**src/rtl/aes_block_serializer.sv**
```systemverilog
// aes_block_serializer
// Buffers complete cipher blocks in a DEPTH-entry FIFO and streams the head
// block out as OUT_W-bit words on the request/ready handshake.
// Optional feature macro: AES_SER_FLUSH_EN adds pi_flush, which empties the
// FIFO and stops output (po_data is held).
//
// state  | meaning
// S_IDLE | no word was presented on the last edge (po_next_val_ready low)
// S_SEND | a word was loaded into po_data on the last edge
module aes_block_serializer #(
    parameter int BLOCK_W   = 128,
    parameter int OUT_W     = 8,
    parameter int DEPTH     = 4,
    parameter int MSB_FIRST = 1
) (
    input  logic                       clk,
    input  logic                       rst,
`ifdef AES_SER_FLUSH_EN
    input  logic                       pi_flush,
`endif
    input  logic                       pi_blk_valid,
    input  logic [BLOCK_W-1:0]         pi_blk,
    output logic                       po_blk_ready,
    input  logic                       pi_next_val_req,
    output logic                       po_next_val_ready,
    output logic [OUT_W-1:0]           po_data,
    output logic [$clog2(DEPTH+1)-1:0] po_level
);

    localparam int NW  = BLOCK_W / OUT_W;
    localparam int WIW = (NW > 1) ? $clog2(NW) : 1;
    localparam int PW  = $clog2(DEPTH);
    localparam int CW  = $clog2(DEPTH+1);

    typedef enum logic {S_IDLE, S_SEND} state_t;

    state_t             r_state;
    state_t             w_next_state;
    logic [BLOCK_W-1:0] r_mem [DEPTH];
    logic [PW-1:0]      r_wptr;
    logic [PW-1:0]      r_rptr;
    logic [CW-1:0]      r_count;
    logic [WIW-1:0]     r_widx;
    logic [OUT_W-1:0]   r_data;

    logic               w_flush;
    logic               w_blk_ready;
    logic               w_send;
    logic               w_last;
    logic               w_push;
    logic               w_pop;
    logic [BLOCK_W-1:0] w_head;
    logic [OUT_W-1:0]   w_word;

`ifdef AES_SER_FLUSH_EN
    assign w_flush = pi_flush;
`else
    assign w_flush = 1'b0;
`endif

    assign w_blk_ready       = (r_count != CW'(DEPTH));
    assign po_blk_ready      = w_blk_ready;
    assign po_level          = r_count;
    assign po_data           = r_data;
    assign po_next_val_ready = (r_state == S_SEND);
    assign w_head            = r_mem[r_rptr];

    // Next state and handshake qualifiers; flush overrides both sides.
    always_comb begin
        w_send       = 1'b0;
        w_push       = 1'b0;
        w_pop        = 1'b0;
        w_last       = (r_widx == WIW'(NW-1));
        w_next_state = S_IDLE;
        if (!w_flush) begin
            w_send = pi_next_val_req && (r_count != '0);
            w_push = pi_blk_valid && w_blk_ready;
            w_pop  = w_send && w_last;
            if (w_send) begin
                w_next_state = S_SEND;
            end
        end
    end

    // Pick word r_widx of the head block in the configured order.
    always_comb begin
        w_word = '0;
        for (int k = 0; k < NW; k++) begin
            if (r_widx == WIW'(k)) begin
                if (MSB_FIRST != 0) begin
                    w_word = w_head[BLOCK_W-1-k*OUT_W -: OUT_W];
                end else begin
                    w_word = w_head[k*OUT_W +: OUT_W];
                end
            end
        end
    end

    // State register.
    always_ff @(posedge clk or posedge rst) begin
        if (rst) begin
            r_state <= S_IDLE;
        end else begin
            r_state <= w_next_state;
        end
    end

    // Block storage; contents are meaningless while the slot is not counted.
    always_ff @(posedge clk) begin
        if (w_push) begin
            r_mem[r_wptr] <= pi_blk;
        end
    end

    // Pointers, occupancy, word index and output word.
    always_ff @(posedge clk or posedge rst) begin
        if (rst) begin
            r_wptr  <= '0;
            r_rptr  <= '0;
            r_count <= '0;
            r_widx  <= '0;
            r_data  <= '0;
        end else if (w_flush) begin
            r_wptr  <= '0;
            r_rptr  <= '0;
            r_count <= '0;
            r_widx  <= '0;
        end else begin
            if (w_send) begin
                r_data <= w_word;
                r_widx <= w_last ? '0 : r_widx + WIW'(1);
            end
            if (w_push) begin
                r_wptr <= r_wptr + PW'(1);
            end
            if (w_pop) begin
                r_rptr <= r_rptr + PW'(1);
            end
            case ({w_push, w_pop})
                2'b10:   r_count <= r_count + CW'(1);
                2'b01:   r_count <= r_count - CW'(1);
                default: r_count <= r_count;
            endcase
        end
    end

endmodule

```
**config.mk**
```make
export PLATFORM = sky130hd
export DESIGN_NAME = aes_block_serializer
export DESIGN_NICKNAME = d
export VERILOG_FILES = /design/src/rtl/aes_block_serializer.sv
export SDC_FILE = /design/constraint.sdc
export NUM_CORES = 1
export LEC_CHECK = 0
export ABC_AREA = 1
export BUFFER_PORTS_ARGS = -buffer_cell sky130_fd_sc_hd__buf_2
export CORE_MARGIN = 5
export CORE_UTILIZATION = 55
export CTS_BUF_LIST = sky130_fd_sc_hd__clkbuf_4 sky130_fd_sc_hd__clkbuf_8
export CTS_CLUSTER_SIZE = 10
export DETAILED_ROUTE_END_ITERATION = 7
export GPL_TIMING_DRIVEN = 0
export PLACE_DENSITY_LB_ADDON = 0.1
export SYNTH_ARGS = -nofsm -noshare
export SYNTH_HDL_FRONTEND = slang
export SYNTH_SLANG_ARGS = --single-unit
```
**constraint.sdc**
```tcl
create_clock -name clk -period 13.82 [get_ports clk]
set_clock_uncertainty 0.2 [all_clocks]
set_input_delay 4.146 -clock clk [delete_from_list [all_inputs] [get_ports clk]]
set_output_delay 4.146 -clock clk [all_outputs]
set_load 0.1 [all_outputs]
```
After elaboration in Yosys (flattened, before gate mapping)
Memory sizes are Yosys's and may differ from the RTL's.
Index checks and enable logic that the tools add are counted.
{ "word_totals": {"ff_bits": 20, "mem_bits_rw": 512, "output_inout_bits": 13, "wordCells": 57, "memories": 1} }
{ "mem_list": {"columns": ["memory", "depth", "word_bits", "rd", "rd_ports_with_merged_regs", "wr", "line", "rtl"], "rows": [
  ["r_mem", 4, 128, 1, 0, 1, "39", "logic [BLOCK_W-1:0] r_mem [DEPTH];"]
]} }
{ "classes": {"n_addsub": 5, "eq_ne": 18, "n_mux": 21, "n_reduce_logical": 6} }
{ "op_table": {"columns": ["cell", "count"], "rows": [
  ["8-bit two-way mux", 16],
  ["4-bit equality test, second input constant", 8],
  ["4-bit by 3-bit equality test with 1-bit output, second input constant", 4],
  ["4-bit by 2-bit equality test with 1-bit output, second input constant", 2],
  ["3-bit one-hot mux with 2 select lines", 1],
  ["2-bit by 1-bit adder with 2-bit output, second input constant", 2],
  ["4-bit by 1-bit adder with 4-bit output, second input constant", 1],
  ["4-bit by 1-bit equality test with 1-bit output, second input constant", 1],
  ["4-bit logical NOT", 1],
  ["4-bit two-way mux", 1],
  ["3-bit by 1-bit adder with 3-bit output, second input constant", 1],
  ["1-bit logical AND", 3],
  ["1-bit two-way mux", 3],
  ["3-bit != test, second input constant", 1],
  ["3-bit nonzero test", 1],
  ["3-bit by 1-bit subtractor with 3-bit output, second input constant", 1],
  ["2-bit by 1-bit equality test with 1-bit output, second input constant", 1],
  ["2-bit equality test, second input constant", 1],
  ["2-bit nonzero test", 1]
]} }

Logic depth before layout (Yosys ltp)
Gate-level depths: netlist (run 1).
{ "depth": {"word_depth": 17, "depth_mapped": 26, "ltp_nobuf": 25} }

Least setup slack after synthesis (run 1)
OpenSTA, ideal clock, no wires.
{ "synth_path": {"path_type": "input port to flip-flop", "startpoint": "in pi_blk_valid", "endpoint": "mem r_mem[0][0] (enable)", "setup_time_ns": 0.617, "t_arrival_ns": 9.732, "required_ns": 13.003, "slack_ns": 3.271, "path_stages": 2, "n_path_buf": 0, "cell_sequence": "nand2_1 -> nor2_1"} }
{ "synth_between": {"elab_chain_len": 3} }
{ "synth_rtl": {"columns": ["item", "line", "rtl"], "rows": [
  ["start, declared", "21", "input logic pi_blk_valid,"],
  ["1-bit logical AND", "77", "w_push = pi_blk_valid && w_blk_ready;"],
  ["1-bit two-way mux", "110", "if (w_push) begin"],
  ["1-bit two-way mux (implied by the code)", "111", "r_mem[r_wptr] <= pi_blk;"],
  ["end, declared", "39", null]
]} }
Every way passes these cells.

Final worst setup path (run 1)
{ "layout_path": {"startpoint": "reg r_count[0] (netlist: po_level[0])", "endpoint": "out po_blk_ready"} }
{ "layout_between": {"elab_chain_len": 1} }
{ "layout_rtl": {"columns": ["item", "line", "rtl"], "rows": [
  ["start, declared", "42", "logic [CW-1:0] r_count;"],
  ["start signal, assigned", "140", "2'b10: r_count <= r_count + CW'(1);"],
  ["start signal, assigned", "141", "2'b01: r_count <= r_count - CW'(1);"],
  ["start signal, assigned", "142", "default: r_count <= r_count;"],
  ["3-bit != test", "61", "assign w_blk_ready = (r_count != CW'(DEPTH));"],
  ["end, declared", "23", "output logic po_blk_ready,"]
]} }
Every way passes these cells.

==> results of run 1 <==
==> power by group through the flow <==
stage | clock network, mW | logic [mW] | registers [mW]
after global placement | 0 | 1.77 | 2.36
after CTS | 1.36 | 1.89 | 2.20
after floorplan | 0 | 1.06 | 2.40
final | 1.34 | 1.89 | 2.20
after global routing | 1.43 | 2.05 | 2.23
after detailed placement | 0 | 1.88 | 2.23
==> metrics by stage <==
stage          instance area [µm²]  setup TNS [ns]  utilization [%]  hold slack [ns]  setup WS, ns
2_1_floorplan                21590               0                -           0.3566         3.271
3_3_place_gp                 22960         -618.13            59.26           0.2604        -1.417
3_5_place_dp                 23400               0            60.41           0.2635         7.229
4_1_cts                      25110               0            64.82           0.2794         7.771
5_1_grt                      25120               0            64.85           0.2979         7.712
6_report                     25120               0            64.85           0.2747         7.814
==> worst register-to-register path, cell delays in order (launching register included) <==
cell	delay (ns)
dfrtp_1	0.40
inv_1	0.12
ha_1	0.15
inv_1	0.11
nor2_2	0.46
nand3_1	0.19
nand3_1	0.13
nand2_1	0.13
nand4_1	0.12
nand2_1	0.08
nand2_1	0.13
nand2_1	0.12
nand2_1	0.08
nand2_1	0.05
nand2_1	0.09
nand3_1	0.11
nand3b_1	0.15
nand2_1	0.12
nand2_1	0.12
nand2_1	0.06
nand2_1	0.05
==> synth_stat cells, types with 20 or more instances <==
cell,n
o21ai_0,184
nor2_1,231
a21oi_1,52
nand3_1,75
buf_2,42
inv_1,88
buf_4,22
nand2_1,322
o22ai_1,57
edfxtp_1,512
dfrtp_1,20
a221o_1,24
==> area by class of cell <==
cell class                 instances  area [µm²]
sequential                       532       15880
fill                            3045       13610
multi-input combinational       1013        4816
clock buffer                     127        1541
timing repair buffer             164        1136
tap                              518       648.1
buffer                            93       571.8
inverter                          94       355.3
clock inverter                    30       166.4
antenna                            5       12.51
==> worst paths after layout <==
check,from,end,slack [ns],cells after the start
max in group asynchronous,rst,po_data[1],9.40,2
min in group asynchronous,rst,po_next_val_ready,3.48,2
setup reg to reg,r_widx[1],po_data[5],10.58,20
setup / recovery,po_level[0],po_blk_ready,7.81,3
hold reg to reg,po_data[7],po_data[7],0.27,2
hold / removal,po_data[7],po_data[7],0.27,2
==> layout by cell type, fill, tap and decap left out, drive strengths merged <==
| cell | instances |
|---|---|
| nor4 | 1 |
| nand4 | 6 |
| edfxtp | 512 |
| diode | 5 |
| xor2 | 4 |
| o221ai | 14 |
| nand3 | 75 |
| clkbuf | 146 |
| a21oi | 52 |
| fa | 1 |
| buf | 238 |
| nor2 | 237 |
| a221o | 24 |
| nand3b | 7 |
| dfrtp | 20 |
| o21ai | 199 |
| clkinv | 26 |
| xnor2 | 2 |
| o22ai | 57 |
| inv | 93 |
| bufinv | 1 |
| clkinvlp | 4 |
| ha | 9 |
| nand2 | 324 |
| o31ai | 1 |
==> routing by layer <==
metal  global-route usage [%]  part of all wire, %  vias to the layer above
li1                         -                    -                     6703
met5                        0                0.075                        -
met3                    4.790                  7.1                       66
met2                    38.09                   47                      562
met4                    6.659                  1.4                        8
met1                    37.20                   45                     7166
==> cells by family after synthesis <==
kind of cell    count (synthesis)  synth area share, %
simple gates                  650                12.12
flops                         532                73.54
fa+ha+maj                      10               0.6144
compound gates                347                9.186
xor+xnor                        6               0.2434
buf+inv                       187                4.295
==> flip-flops by register name, summed over array words and instances (netlist names) <==
register / count
r_mem: 512
po_data: 8
r_widx: 4
po_level: 3
r_rptr: 2
r_wptr: 2
po_next_val_ready: 1
==> load_flow_metrics.sql, run 1 <==
INSERT INTO impl_metrics (metric_group, metric, value, unit) VALUES
('place', 'place_congestion', '0.7967', ''),
('power_and_ir_drop', 'power', '5.430', 'mW'),
('routing', 'route.vias.total', '14510', ''),
('power_and_ir_drop', 'p_int', '3.392', 'mW'),
('floorplanning', 'die_h', '208.1', 'µm'),
('floorplanning', 'width_of_the_die', '208.1', 'µm'),
('synthesis', 'synthesis.area_per_instance', '12.46', 'µm²'),
('floorplanning', 'boundaryPins', '145', ''),
('synthesis', 'ys.flop_type', 'edfxtp_1', ''),
('clock_network', 'clkLatencyLatePin', '0.63', 'ns'),
('place', 'post-place-cells', '2414', ''),
('power_and_ir_drop', 'sequentialPowerShare', '40.6', '%'),
('routing', 'vias_per_cell', '5.631', ''),
('power_and_ir_drop', 'sw_frac_of_total', '37.53', '%'),
('setup_path', 'cp_data_arrival_time', '1.66', 'ns'),
('synthesis', 'ys_seq_area_share', '73.54', '%'),
('run_status', 'outcome', 'complete, no violations', ''),
('timing', 'slew_headroom', '41.36', '%'),
('routing', 'route.detailed.wl_per_inst', '21.32', 'µm'),
('timing', 'grt_setup_unrepaired', 'false', ''),
('setup_path', 'timing.critical_path.slowest_stage_cell', 'buf_2', ''),
('global_route', 'grt_usage', '24.86', '%'),
('routing', 'detailedRoute.firstPassIterationCount', '5', ''),
('cells_and_area', 'final_nets', '2126', ''),
('routing', 'drt_first_iter_violations', '1448', ''),
('setup_path', 'critical_path.max_stage_delay', '0.44', 'ns'),
('timing', 'max_clock_freq', '0.1665', 'GHz'),
('timing', 'finalWorstPathRequiredPeriod', '6.006', 'ns'),
('cells_and_area', 'syn2layout_area_growth', '16.37', '%'),
('global_route', 'grt_start_max_net_pins', '29', ''),
('synthesis', 'synth_area', '21590', 'µm²'),
('cells_and_area', 'post_layout_nonfiller_instances', '2576', ''),
('setup_path', 'cpLargestDelayFamily', 'buffers and inverters', ''),
('clock_network', 'cts_inserted_buffers', '86', ''),
('power_and_ir_drop', 'cellLeakagePower', '9.422', 'nW'),
('synthesis', 'synthDominantCellAreaShare', '71.22', '%'),
('clock_network', 'number_of_h_tree_levels', '3', ''),
('clock_network', 'clock_tree.root_cell', 'clkbuf_8', ''),
('synthesis', 'yosys_warnings', '0', ''),
('synthesis', 'synthArstFlopShare', '3.759', '%'),
('clock_network', 'clk_pin_slew', '0.06', 'ns'),
('synthesis', 'post-synth-top-area-cell', 'edfxtp_1', ''),
('routing', 'drt_drc_violations_left', '0', ''),
('setup_path', 'cp-start-kind', 'flip-flop', ''),
('place', 'number_of_buffer_cells_added_on_primary_ports', '144', ''),
('timing', 'worst_pin_slew', '0.8776', 'ns'),
('clock_network', 'clock_sinks', '532', ''),
('synthesis', 'register_bit_total_from_synthesis', '532', ''),
('setup_path', 'critPathBufInv', '2', ''),
('power_and_ir_drop', 'power.ir.vdd_worst', '0.09282', 'mV'),
('global_route', 'globalRouteOverflowTotal', '0', ''),
('clock_network', 'ctsHoldBuffers', '0', ''),
('routing', 'drt.antenna.violating_nets', '0', ''),
('floorplanning', 'initial_utilization', '55.73', '%'),
('synthesis', 'synthTopCellsByArea', 'edfxtp_1 71%, nand2_1 5.6%, o21ai_0 4.3%', ''),
('clock_network', 'ctsResizeCount', '0', ''),
('floorplanning', 'core_area', '38740', 'µm²'),
('synthesis', 'netlist_instances', '1732', ''),
('global_route', 'grt_pass1_vias', '14020', ''),
('timing', 'fin_crit_sh', '43.46', '%'),
('power_and_ir_drop', 'share_of_power_burned_in_combinational_logic', '34.8', '%'),
('run', 'max_cap_viol_count', '0', ''),
('setup_path', 'criticalPathCategory', 'reg -> out', ''),
('floorplanning', 'rows', '72', ''),
('floorplanning', 'die_area', '43310', 'µm²'),
('global_route', 'antenna_found_initial', '9', ''),
('timing', 'slew_violations', '0', ''),
('setup_path', 'critPathCaptureType', 'output port', ''),
('synthesis', 'synth_enable_flop_cells', '512', ''),
('place', 'detailed_place_hpwl', '36410', 'µm'),
('setup_path', 'critical_path_peak_fanout', '4', '');
Power figures use the tool's default switching activity.
==> run 2: changes to the inputs <==
==> constraint.sdc (replaced) <==
create_clock -name clk -period 5.5 [get_ports clk]
set_clock_uncertainty 0.2 [all_clocks]
set_input_delay 1.65 -clock clk [delete_from_list [all_inputs] [get_ports clk]]
set_output_delay 1.65 -clock clk [all_outputs]
set_load 0.1 [all_outputs]
==> run 2 against run 1 <==
Total power rose to 2.5 times the previous value. Cell count fell by 0.31%. Hold slack is essentially flat. Sequential share of layout area hardly changed. Combinational power rose to 2.6 times the previous value. Worst setup slack got worse by 5.8 ns. Sequential power increased to 2.5 times the previous value. Sequential cell count unchanged.
==> load_flow_metrics.sql, run 2 (same netlist as run 1, synthesis figures left out) <==
INSERT INTO impl_metrics (metric_group, metric, value, unit) VALUES
('clock_network', 'clk_pin_slew', '0.06', 'ns'),
('timing', 'worst_pin_slew', '0.7998', 'ns'),
('power_and_ir_drop', 'power_per_cell_area', '541.7', 'nW/µm²'),
('cells_and_area', 'syn2layout_area_growth', '16.33', '%'),
('floorplanning', 'boundaryPins', '145', ''),
('power_and_ir_drop', 'cellLeakagePower', '9.410', 'nW'),
('timing', 'fin_crit_sh', '63.78', '%'),
('hold_path', 'type_of_the_worst_min_delay_path', 'reg -> reg', ''),
('floorplanning', 'width_of_the_die', '208.1', 'µm'),
('cells_and_area', 'layout-drive-gt1-share', '19.04', '%'),
('timing', 'final_hold_viol_count', '0', ''),
('clock_network', 'clock_tree.root_cell', 'clkbuf_8', ''),
('timing', 'grt_setup_unrepaired', 'false', ''),
('cells_and_area', 'utilization', '64.83', '%'),
('clock_network', 'cts_inserted_buffers', '86', ''),
('setup_path', 'worstPathRequired', '3.65', 'ns'),
('cells_and_area', 'layout_commonest_cell', 'edfxtp_1', ''),
('setup_path', 'depth_of_the_worst_register_to_register_path', '21', ''),
('timing', 'max_clock_freq', '0.2851', 'GHz'),
('timing', 'finalWorstPathRequiredPeriod', '3.508', 'ns'),
('global_route', 'antenna_found_initial', '7', ''),
('routing', 'drt_first_iter_violations', '1488', ''),
('floorplanning', 'die_h', '208.1', 'µm'),
('floorplanning', 'initial_utilization', '55.73', '%'),
('global_route', 'grt_usage', '25.16', '%'),
('clock_network', 'clkLatencyLatePin', '0.63', 'ns'),
('place', 'detailed_place_hpwl', '36740', 'µm'),
('setup_path', 'critical_path_peak_fanout', '4', ''),
('floorplanning', 'rows', '72', ''),
('cells_and_area', 'largest-register', 'r_mem', ''),
('clock_network', 'post-cts-setup-buffers', '0', ''),
('place', 'number_of_buffer_cells_added_on_primary_ports', '144', ''),
('run_status', 'outcome', 'complete, no violations', ''),
('global_route', 'grt_pass1_vias', '14180', ''),
('cells_and_area', 'mostFrequentLayoutCells', '512 x edfxtp_1, 322 x nand2_1, 227 x nor2_1', ''),
('place', 'place_congestion', '0.8173', ''),
('global_route', 'grt_first_pass_wirelength', '83960', 'µm'),
('clock_network', 'ctsHoldBuffers', '0', ''),
('setup_path', 'timing.critical_path.to', 'po_blk_ready', ''),
('cells_and_area', 'num-fill-cells', '2975', ''),
('setup_path', 'critPathCaptureType', 'output port', ''),
('power_and_ir_drop', 'power.ir.vdd_worst', '0.2550', 'mV'),
('timing', 'setup_viols_final', '0', ''),
('setup_path', 'register_to_register_path_setup_slack', '2.24', 'ns'),
('timing', 'slew_violations', '0', ''),
('global_route', 'grt_start_max_net_pins', '29', ''),
('clock_network', 'ctsResizeCount', '0', ''),
('run', 'max_cap_viol_count', '0', ''),
('clock_network', 'clock_sinks', '532', ''),
('routing', 'postRouteWirelength', '55290', 'µm'),
('cells_and_area', 'flip_flop_count_of_the_largest_register_all_copies_and_words_added', '512', ''),
('routing', 'drt.antenna.violating_nets', '0', ''),
('setup_path', 'regToRegStartpoint', 'r_rptr[1]', ''),
('floorplanning', 'die_area', '43310', 'µm²'),
('routing', 'route.vias.total', '14510', ''),
('routing', 'route.detailed.wl_per_inst', '21.53', 'µm'),
('timing', 'slew_headroom', '46.62', '%'),
('hold_path', 'worst_hold_path.num_cells', '2', ''),
('place', 'preCtsSetupSlack', '1.534', 'ns'),
('routing', 'drt_drc_violations_left', '0', ''),
('floorplanning', 'core_area', '38740', 'µm²'),
('setup_path', 'cp_data_arrival_time', '1.66', 'ns'),
('clock_network', 'cts-root-to-sink-buffers', '3', ''),
('routing', 'vias_per_cell', '5.650', ''),
('global_route', 'globalRouteOverflowTotal', '0', ''),
('setup_path', 'reg2reg_to', 'po_data[5]', ''),
('clock_network', 'tritoncts', 'done', ''),
('setup_path', 'cp-start-kind', 'flip-flop', ''),
('setup_path', 'cp-startpoint', 'po_level[0]', ''),
('clock_network', 'number_of_h_tree_levels', '3', ''),
('setup_path', 'criticalPathCategory', 'reg -> out', ''),
('routing', 'detailedRoute.firstPassIterationCount', '5', ''),
('cells_and_area', 'final_nets', '2128', ''),
('timing', 'finalWorstSetupSlack', '1.992', 'ns');
-- run 2: cell count changes in the layout (fill, tap and decap cells not counted), moves of 3 or more --
cell      change
buf_12        -3
diode_2       -3
clkinv_2      -6
clkinv_1      +3
buf_16        +5
clkbuf_8      -5
-- run 2: cell type report --
cell class | instances | area, µm² | area share (%)
Antenna cell | 2 | 5.005 | 0.01993
Buffer | 93 | 571.8 | 2.277
Clock buffer | 123 | 1480 | 5.894
Clock inverter | 27 | 148.9 | 0.5929
Inverter | 94 | 355.3 | 1.415
Multi-Input combinational cell | 1013 | 4816 | 19.18
Sequential cell | 532 | 15880 | 63.21
Tap cell | 518 | 648.1 | 2.581
Timing Repair Buffer | 166 | 1214 | 4.833
-- run 2: report_power, final --
part,total [mW],switching [mW],internal [mW]
registers,5.53,0.196,5.34
logic,4.83,3.44,1.38
clock network,3.25,1.48,1.77
total,13.6,5.12,8.49
-- run 2: metrics by stage --
step | cell area, µm² | instances | power, mW | hold WS (ns) | setup TNS (ns)
6_report | 25110 | 2568 | 13.60 | 0.2747 | 0
5_1_grt | 25110 | 2567 | 14.34 | 0.3058 | 0
4_1_cts | 25110 | 2566 | 13.65 | 0.2768 | 0
3_5_place_dp | 23480 | 2416 | 10.41 | 0.2608 | 0
3_3_place_gp | 22970 | 2394 | 10.25 | 0.2584 | -1631.85
2_1_floorplan | 21600 | 1732 | 8.616 | 0.3566 | -488.41
-- run 2: worst min path at each step --
stage                     slack [ns]       start    endpoint
after global routing            0.31  po_data[7]  po_data[7]
after detailed placement        0.26  po_data[5]  po_data[5]
after global placement          0.26  po_data[2]  po_data[2]
after CTS                       0.28  po_data[5]  po_data[5]
after floorplan                 0.36   r_wptr[1]   r_wptr[1]
final                           0.27  po_data[1]  po_data[1]
-- run 2: layer usage --
metal	share of wire, %	vias to the layer above	GRT usage, %	wire [µm]
met5	0.10	-	0	56
met4	1.5	10	6.455	816
met3	8.3	72	4.925	4569
met2	47	623	39.08	26070
met1	43	7098	37.21	23780
li1	-	6706	-	-
-- run 2: critical path, stage by stage (launching register included) --
cell,delay [ns]
dfrtp_1,0.40
inv_1,0.10
nand3_1,0.10
buf_2,0.43
